$ cat src/rtl/mult_chk_pkg.sv
// Shared types and sizing for the multiplier sweep checker.
//   state_t      : sweep controller states
//   N_DEFAULT    : default operand width
//   PW/NPAIRS/SUMW/CNTW : product width, pair count, error-sum width and
//                  error-count width for the default operand width
//   pw/npairs/sumw/cntw : the same sizes for any operand width n
package mult_chk_pkg;

    typedef enum logic [1:0] {
        ST_IDLE  = 2'd0,
        ST_SWEEP = 2'd1,
        ST_DRAIN = 2'd2,
        ST_DONE  = 2'd3
    } state_t;

    localparam int N_DEFAULT = 4;
    localparam int PW        = 2 * N_DEFAULT;
    localparam int NPAIRS    = 1 << PW;
    localparam int SUMW      = 4 * N_DEFAULT;
    localparam int CNTW      = PW + 1;

    function automatic int pw(input int n);
        return 2 * n;
    endfunction

    function automatic int npairs(input int n);
        return 1 << (2 * n);
    endfunction

    function automatic int sumw(input int n);
        return 4 * n;
    endfunction

    function automatic int cntw(input int n);
        return 2 * n + 1;
    endfunction

endpackage

$ cat src/rtl/mult_err_accum.sv
// Error accumulator for the multiplier sweep checker.
// Compares one product per valid cycle against the exact a*b and keeps
// running statistics.
//   clk, rst        : clock, asynchronous active-high reset
//   clr_i           : clear all statistics (wins over a same-cycle compare)
//   cmp_valid_i     : a_i/b_i/prod_i form a pair to compare this edge
//   a_i, b_i        : operands the product belongs to
//   prod_i          : product returned by the multiplier under test
//   err_count_o     : number of mismatching pairs
//   err_sum_o       : sum of absolute errors
//   err_max_o       : largest absolute error
//   fail_seen_o     : at least one mismatch recorded
//   fail_a_o/_b_o   : operands of the first mismatch
module mult_err_accum
    import mult_chk_pkg::*;
#(
    parameter int N = N_DEFAULT
) (
    input  logic                  clk,
    input  logic                  rst,
    input  logic                  clr_i,
    input  logic                  cmp_valid_i,
    input  logic [N-1:0]          a_i,
    input  logic [N-1:0]          b_i,
    input  logic [pw(N)-1:0]      prod_i,
    output logic [cntw(N)-1:0]    err_count_o,
    output logic [sumw(N)-1:0]    err_sum_o,
    output logic [pw(N)-1:0]      err_max_o,
    output logic                  fail_seen_o,
    output logic [N-1:0]          fail_a_o,
    output logic [N-1:0]          fail_b_o
);

    localparam int LPW   = pw(N);
    localparam int LSUMW = sumw(N);
    localparam int LCNTW = cntw(N);

    logic [LPW-1:0]   exp_w;
    logic [LPW-1:0]   diff_w;

    logic [LCNTW-1:0] cnt_q,  cnt_d;
    logic [LSUMW-1:0] sum_q,  sum_d;
    logic [LPW-1:0]   max_q,  max_d;
    logic             seen_q, seen_d;
    logic [N-1:0]     fa_q,   fa_d;
    logic [N-1:0]     fb_q,   fb_d;

    // Zero-extended operands keep the full 2N-bit product.
    assign exp_w  = {{N{1'b0}}, a_i} * {{N{1'b0}}, b_i};
    // Ordered subtraction so the magnitude never wraps.
    assign diff_w = (prod_i >= exp_w) ? (prod_i - exp_w) : (exp_w - prod_i);

    always_comb begin
        cnt_d  = cnt_q;
        sum_d  = sum_q;
        max_d  = max_q;
        seen_d = seen_q;
        fa_d   = fa_q;
        fb_d   = fb_q;
        if (clr_i) begin
            cnt_d  = '0;
            sum_d  = '0;
            max_d  = '0;
            seen_d = 1'b0;
            fa_d   = '0;
            fb_d   = '0;
        end else if (cmp_valid_i && (diff_w != '0)) begin
            cnt_d = cnt_q + 1'b1;
            sum_d = sum_q + LSUMW'(diff_w);
            if (diff_w > max_q) begin
                max_d = diff_w;
            end
            if (!seen_q) begin
                seen_d = 1'b1;
                fa_d   = a_i;
                fb_d   = b_i;
            end
        end
    end

    always_ff @(posedge clk or posedge rst) begin
        if (rst) begin
            cnt_q  <= '0;
            sum_q  <= '0;
            max_q  <= '0;
            seen_q <= 1'b0;
            fa_q   <= '0;
            fb_q   <= '0;
        end else begin
            cnt_q  <= cnt_d;
            sum_q  <= sum_d;
            max_q  <= max_d;
            seen_q <= seen_d;
            fa_q   <= fa_d;
            fb_q   <= fb_d;
        end
    end

    assign err_count_o = cnt_q;
    assign err_sum_o   = sum_q;
    assign err_max_o   = max_q;
    assign fail_seen_o = seen_q;
    assign fail_a_o    = fa_q;
    assign fail_b_o    = fb_q;

endmodule

$ cat config.mk
export PLATFORM = sky130hd
export DESIGN_NAME = mult_err_accum
export DESIGN_NICKNAME = d
export VERILOG_FILES = /design/src/rtl/mult_chk_pkg.sv /design/src/rtl/mult_err_accum.sv
export SDC_FILE = /design/constraint.sdc
export NUM_CORES = 1
export LEC_CHECK = 0
export ABC_AREA = 1
export CAP_MARGIN = 20
export CELL_PAD_IN_SITES_DETAIL_PLACEMENT = 1
export CELL_PAD_IN_SITES_GLOBAL_PLACEMENT = 1
export CORE_ASPECT_RATIO = 1.5
export CORE_MARGIN = 10
export CORE_UTILIZATION = 45
export DETAILED_ROUTE_END_ITERATION = 8
export DONT_BUFFER_PORTS = 1
export PLACE_DENSITY = 0.8
export SLEW_MARGIN = 20
export SYNTH_ARGS = -nofsm -noshare
export SYNTH_HDL_FRONTEND = slang
export SYNTH_SLANG_ARGS = --single-unit
$ cat constraint.sdc
create_clock -name clk -period 3.6 [get_ports clk]
set_input_delay 0.72 -clock clk [delete_from_list [all_inputs] [get_ports clk]]
set_output_delay 0.72 -clock clk [all_outputs]
set_load 0.005 [all_outputs]
==> flow_metrics.tcl, run 1 <==
set metrics [dict create \
    cts-buffers-inserted 5 \
    ys_warn_count 0 \
    drive_gt1_frac 0.3166 \
    seq_power_share 0.173 \
    finalClockSkew_ns 0.005111 \
    clock_latency_ns 0.30 \
    ant_nets 0 \
    startpoint_type "input pin" \
    cts_sinks 42 \
    die_area_um2 13370 \
    worstPathMaxFanout 5 \
    hold_viol 0 \
    synth_top_area_frac 0.2571 \
    pwr-share-clk 0.118 \
    violations "negative setup slack" \
    cts_max_level 2 \
    synth_nets 673 \
    setup_viol 42 \
    vias 4365 \
    drc 0 \
    grt_pass1_vias 4696 \
    cp_data_arrival_time_ns 5.54 \
    die_w_um 97.82 \
    worstMarginPinSlew_ns 0.7649 \
    routedWlPerCell_um 21.40 \
    dp.cells 762 \
    synth_flop_cell "dfrtp_1" \
    p_switching_mw 1.955 \
    grt_max_degree 43 \
    grt.total_usage 0.2172 \
    fmax_mhz 188.5 \
    synth.mux.area_fraction 0 \
    relSlewSlack 0.4893 \
    power_leakage_nw 3.023 \
    ios 62 \
    wl_um 16820 \
    critPathKind "in -> reg" \
    syn_area_per_cell_um2 6.813 \
    cap_violations 0 \
    nFillCells 1095 \
    slowest_delay_ns 0.54 \
    yosysSeqAreaShare 0.2571 \
    min_period_ns 5.304 \
    gp_congestion 0.8768 \
    cts_tree "yes" \
    synthAdderAreaFrac 0.1751 \
    async_flop_share 1.000 \
    fin_cells 786 \
    dp_hpwl_um 10600 \
    synth_xor_area_frac 0.05999 \
    synth_top_family_by_area "simple AND/OR/NAND/NOR gates" \
    cts.reportedPaths.clkPinSlew_ns 0.07 \
    synth_area_um2 4088 \
    yosys.area.top_type "dfrtp_1" \
    synthCells 600 \
    area_delta_synth_final_pct 38.97 \
    start_util 0.4630 \
    combPwrFrac 0.709 \
    drtIter0Drc 181 \
    synth-compound-area-share 0.05081 \
    r2r_cells 13 \
    crit_top_cell "nand2_2" \
    antenna_cells 0 \
    synth.area.top_cells "dfrtp_1 26%, nand2_1 17%, ha_1 14%, inv_1 9.5%, nand3_1 8.3%" \
    power_density_nw_per_um2 720.7 \
    period_share 1.473 \
    antenna_found_initial 0 \
    crit_required_ns 3.84 \
    fin_ws_ns -1.704 \
    clk_path_buf_depth 2 \
    ys_top_cells_by_count "180 x nand2_1, 103 x inv_1, 68 x nand3_1" \
    viasPerCell 5.553 \
    synthSimpleGateAreaFrac 0.3391 \
    ctsHoldBuffers 0 \
    swShare 0.4777 \
    hold_path.class "in -> async" \
    synth_most_common_cell "nand2_1" \
    die_y_um 136.7 \
    io_buffers 0 \
    grt_pass1_wl_um 23660 \
    p_total_mw 4.094 \
    status "complete, but fails checks" \
    clockRootBuffer "clkbuf_16" \
    internal_power_mw 2.138 \
    synth_seq_cells 42 \
    grt_overflow 0 \
    grt_setup_unrepaired "yes" \
    crit_slowest_cell "fa_1" \
    core_um2 8828 \
    fin_nets 748 \
    synth_edf_count 0 \
    final_max_slew_viol_count 0 \
    rows 42 \
    ir_drop_uv 683.8 \
    firstDrtPassIters 4 \
    setup.worst_path.end_class "flop" \
    ys_types 32 \
]
## flip-flops by register name, summed over array words and instances, names as in the netlist
name         count
err_count_o      9
fail_b_o         4
err_max_o        8
err_sum_o       16
fail_a_o         4
fail_seen_o      1
## routing by layer
layer | part of all wire | vias to the layer above | GRT usage | routed length (µm)
met1 | 0.34 | 2141 | 0.2005 | 5655
met5 | 0 | - | 0 | 0
met3 | 0.044 | 69 | 0.03937 | 733
li1 | - | 2016 | - | -
met2 | 0.56 | 139 | 0.4298 | 9501
met4 | 0.055 | 0 | 0.1248 | 932
## power by group through the flow
stage | registers [mW] | clock network [mW] | logic, mW
after floorplan | 0.650 | 0 | 1.30
after global placement | 0.700 | 0 | 1.94
after detailed placement | 0.703 | 0 | 2.06
after CTS | 0.696 | 0.473 | 2.37
after global routing | 0.717 | 0.500 | 3.10
final | 0.708 | 0.481 | 2.90
## cells in the final DEF, fill, tap and decap left out, drive strengths merged, types with 3 or more instances in the layout
cell	instances
a31oi	3
xor2	20
o21ai	11
nor3	4
nand3	73
nand4	6
a21oi	19
xnor2	8
nor2	48
nand2	191
clkbuf	5
ha	46
buf	81
clkinv	3
inv	104
dfrtp	42
fa	7
## metrics by stage
step / setup WS [ns] / area (µm²) / hold WS, ns / setup TNS, ns / util
2_1_floorplan: -1.431 / 4355 / 0.4995 / -41.16 / -
3_3_place_gp: -1.912 / 4913 / 0.5449 / -62.78 / 0.5565
3_5_place_dp: -2.213 / 4913 / 0.5492 / -70.52 / 0.5565
4_1_cts: -1.440 / 5354 / 0.4731 / -49.66 / 0.6064
5_1_grt: -1.870 / 5680 / 0.4577 / -63.54 / 0.6434
6_report: -1.704 / 5680 / 0.4471 / -57.64 / 0.6434
## worst max-delay path: cells and delay by family
kind | cells | cell delay [ns]
adder cells (fa/ha/maj) | 5 | 1.86
AND/OR/NAND/NOR | 14 | 1.27
AO/OA/AOI/OAI | 5 | 0.88
XOR/XNOR | 2 | 0.40
buffers and inverters | 5 | 0.39
## path summary, 6_finish.rpt
| path | endpoint | startpoint | slack (ns) |
|---|---|---|---|
| min in group clk | fail_seen_o | clr_i | 0.47 |
| min | fail_a_o[3] | rst | 0.45 |
| max reg2reg | err_sum_o[11] | err_sum_o[3] | 1.41 |
| max in group asynchronous | err_sum_o[6] | rst | 2.75 |
| min reg2reg | fail_b_o[1] | fail_b_o[1] | 0.55 |
| max | err_sum_o[11] | b_i[1] | -1.70 |
## what timing repair did
action / in CTS / in global routing
buffers inserted: 7 / 10
endpoints found under the setup margin: 42 / 42
cloned: 1 / 1
resized for setup: 53 / 47
pin swaps: 28 / 28
## cell families (layout without fill, tap and decap cells)
| group | Yosys count | after routing |
|---|---|---|
| AO/OA/AOI/OAI | 35 | 35 |
| XOR/XNOR | 28 | 28 |
| adder cells (fa/ha/maj) | 53 | 53 |
| buffers and inverters | 120 | 194 |
| flip-flops | 42 | 42 |
| AND/OR/NAND/NOR | 322 | 324 |
## cell type report
type,count,area (µm²),area share
Multi-Input combinational cell,440,3247,0.5716
Sequential cell,42,1051,0.1850
Timing Repair Buffer,81,689.4,0.1214
Inverter,105,409.1,0.07203
Tap cell,110,137.6,0.02423
Clock buffer,5,125.1,0.02203
Clock inverter,3,21.27,0.003744
Power figures use the tool's default switching activity.
==> run 2, diff against run 1 <==
--- a/config.mk
+++ b/config.mk
@@ -11,10 +11,10 @@
 export CELL_PAD_IN_SITES_GLOBAL_PLACEMENT = 1
 export CORE_ASPECT_RATIO = 1.5
 export CORE_MARGIN = 10
-export CORE_UTILIZATION = 45
+export CORE_UTILIZATION = 35
 export DETAILED_ROUTE_END_ITERATION = 8
 export DONT_BUFFER_PORTS = 1
-export PLACE_DENSITY = 0.8
+export PLACE_DENSITY = 0.65
 export SLEW_MARGIN = 20
 export SYNTH_ARGS = -nofsm -noshare
 export SYNTH_HDL_FRONTEND = slang
==> flow_metrics.tcl, run 2 (synthesized netlist as in run 1, its figures left out) <==
set metrics [dict create \
    fin_area_um2 5841 \
    rows 48 \
    hold_ws_ns 0.4416 \
    cap_violations 0 \
    grt_pass1_vias 4517 \
    grt_pass1_wl_um 22270 \
    gr-usage-met2 0.3255 \
    die_y_um 152.4 \
    drive_gt1_frac 0.3524 \
    preCtsSetupSlack_ns -2.103 \
    cts_tree "yes" \
    gp_congestion 0.8345 \
    p_total_mw 4.047 \
    cts_max_level 2 \
    start_util 0.3563 \
    status "complete, but fails checks" \
    core_um2 11470 \
    finalClockSkew_ns 0.007320 \
    nFillCells 1426 \
    crit_required_ns 3.77 \
    ios 62 \
    grt_max_degree 43 \
    hold_viol 0 \
    relSlewSlack 0.4098 \
    crit_slowest_cell "fa_1" \
    firstDrtPassIters 4 \
    critPathKind "in -> reg" \
    antenna_found_initial 0 \
    grt.total_usage 0.1657 \
    violations "negative setup slack" \
    seq_area_um2 1051 \
    drtIter0Drc 106 \
    multi_input_comb_area_um2 3353 \
    clk_path_buf_depth 2 \
    hold_path.class "in -> async" \
    grt_setup_unrepaired "yes" \
    final_common_cell "nand2_1" \
    viasPerCell 5.025 \
    top_usage_layer "met2" \
    routedWlPerCell_um 17.27 \
    cp_data_arrival_time_ns 5.36 \
    cts.reportedPaths.clkPinSlew_ns 0.06 \
    final_util 0.5092 \
    dp_hpwl_um 10650 \
    antenna_cells 0 \
    power_density_nw_per_um2 692.8 \
    met3_usage 0.03387 \
    area_delta_synth_final_pct 42.88 \
    wl_um 14350 \
    period_share 1.441 \
    crit_top_cell "nand2_4" \
    vias 4176 \
    worstPathMaxFanout 5 \
    ant_nets 0 \
    min_period_ns 5.187 \
    drc 0 \
    io_buffers 0 \
    die_w_um 108.2 \
    ir_drop_uv 334.3 \
    place_area_um2 4949 \
    met1_usage 0.1533 \
    largest_reg_flops 16 \
    startpoint_type "input pin" \
    power_leakage_nw 3.058 \
    fin_nets 753 \
    grt_overflow 0 \
    most-common-layout-cells "146 x nand2_1, 88 x inv_1, 77 x buf_4" \
    setup_viol 42 \
    cts_sinks 42 \
    cts-buffers-inserted 5 \
    clockRootBuffer "clkbuf_16" \
    worstMarginPinSlew_ns 0.8841 \
    die_area_um2 16490 \
    clock_latency_ns 0.29 \
    final_max_slew_viol_count 0 \
    fin_ws_ns -1.587 \
    setup.worst_path.end_class "flop" \
    fmax_mhz 192.8 \
    slowest_delay_ns 0.56 \
]
-- run 2: changes by cell type in the layout (fill, tap and decap cells not counted), moves of 3 or more --
| cell | previous run | this run |
|---|---|---|
| buf_4 | 66 | 77 |
| ha_1 | 29 | 26 |
| nand2_1 | 152 | 146 |
| nand2_4 | 7 | 11 |
| nand3_1 | 57 | 49 |
| ha_4 | 16 | 19 |
| inv_1 | 92 | 88 |
| inv_2 | 7 | 11 |
| nand3_2 | 11 | 19 |
-- run 2: path summary, 6_finish.rpt --
kind | end | slack, ns | start | cells after the start
worst min-delay path | err_count_o[5] | 0.44 | rst | 2
max in group asynchronous | err_sum_o[6] | 2.75 | rst | 2
worst min register to register | fail_b_o[1] | 0.56 | fail_b_o[1] | 2
min in group clk | fail_seen_o | 0.49 | clr_i | 1
worst max register to register | err_sum_o[8] | 1.39 | err_sum_o[0] | 11
worst max-delay path | err_sum_o[11] | -1.59 | b_i[1] | 32
-- run 2: metal layers --
metal,routed length (µm),up-vias
li1,-,2022
met1,4736,2049
met2,8391,74
met3,686,31
met4,536,0
met5,0,-
-- run 2: repair_timing --
item	CTS	global route
gates resized for setup	57	66
hold buffers	0	0
endpoints found under the setup margin	42	42
setup buffers	10	13
endpoints found under the hold margin	0	0
cloned	1	0
pin swaps	46	53
-- run 2: per-stage QoR --
stage,TNS [ns],cells
floorplan,-41.16,600
global placement,-64.84,800
detailed placement,-71.42,800
CTS,-53.58,818
global route,-60.61,831
finish,-52.24,831
-- run 2: worst max-delay path, delay by kind of cell --
family | cells | cell delay (ns)
adder cells (fa/ha/maj) | 5 | 1.88
AND/OR/NAND/NOR | 17 | 1.47
AO/OA/AOI/OAI | 4 | 0.70
XOR/XNOR | 2 | 0.38
buffers and inverters | 4 | 0.18
-- run 2: final cells by class --
cell class              instances  area share
clock buffers                   6     0.02207
clock inverters                 2    0.002356
inverters                     105     0.06962
multi-input cells             439      0.5741
flip-flops and latches         42      0.1799
well taps                     150     0.03213
repair buffers                 87      0.1198
-- run 2: power breakdown --
group / total (mW) / internal, mW / switching, mW
Combinational: 2.88 / 1.37 / 1.51
Clock: 0.460 / 0.258 / 0.202
Sequential: 0.703 / 0.558 / 0.145
Total: 4.05 / 2.19 / 1.86
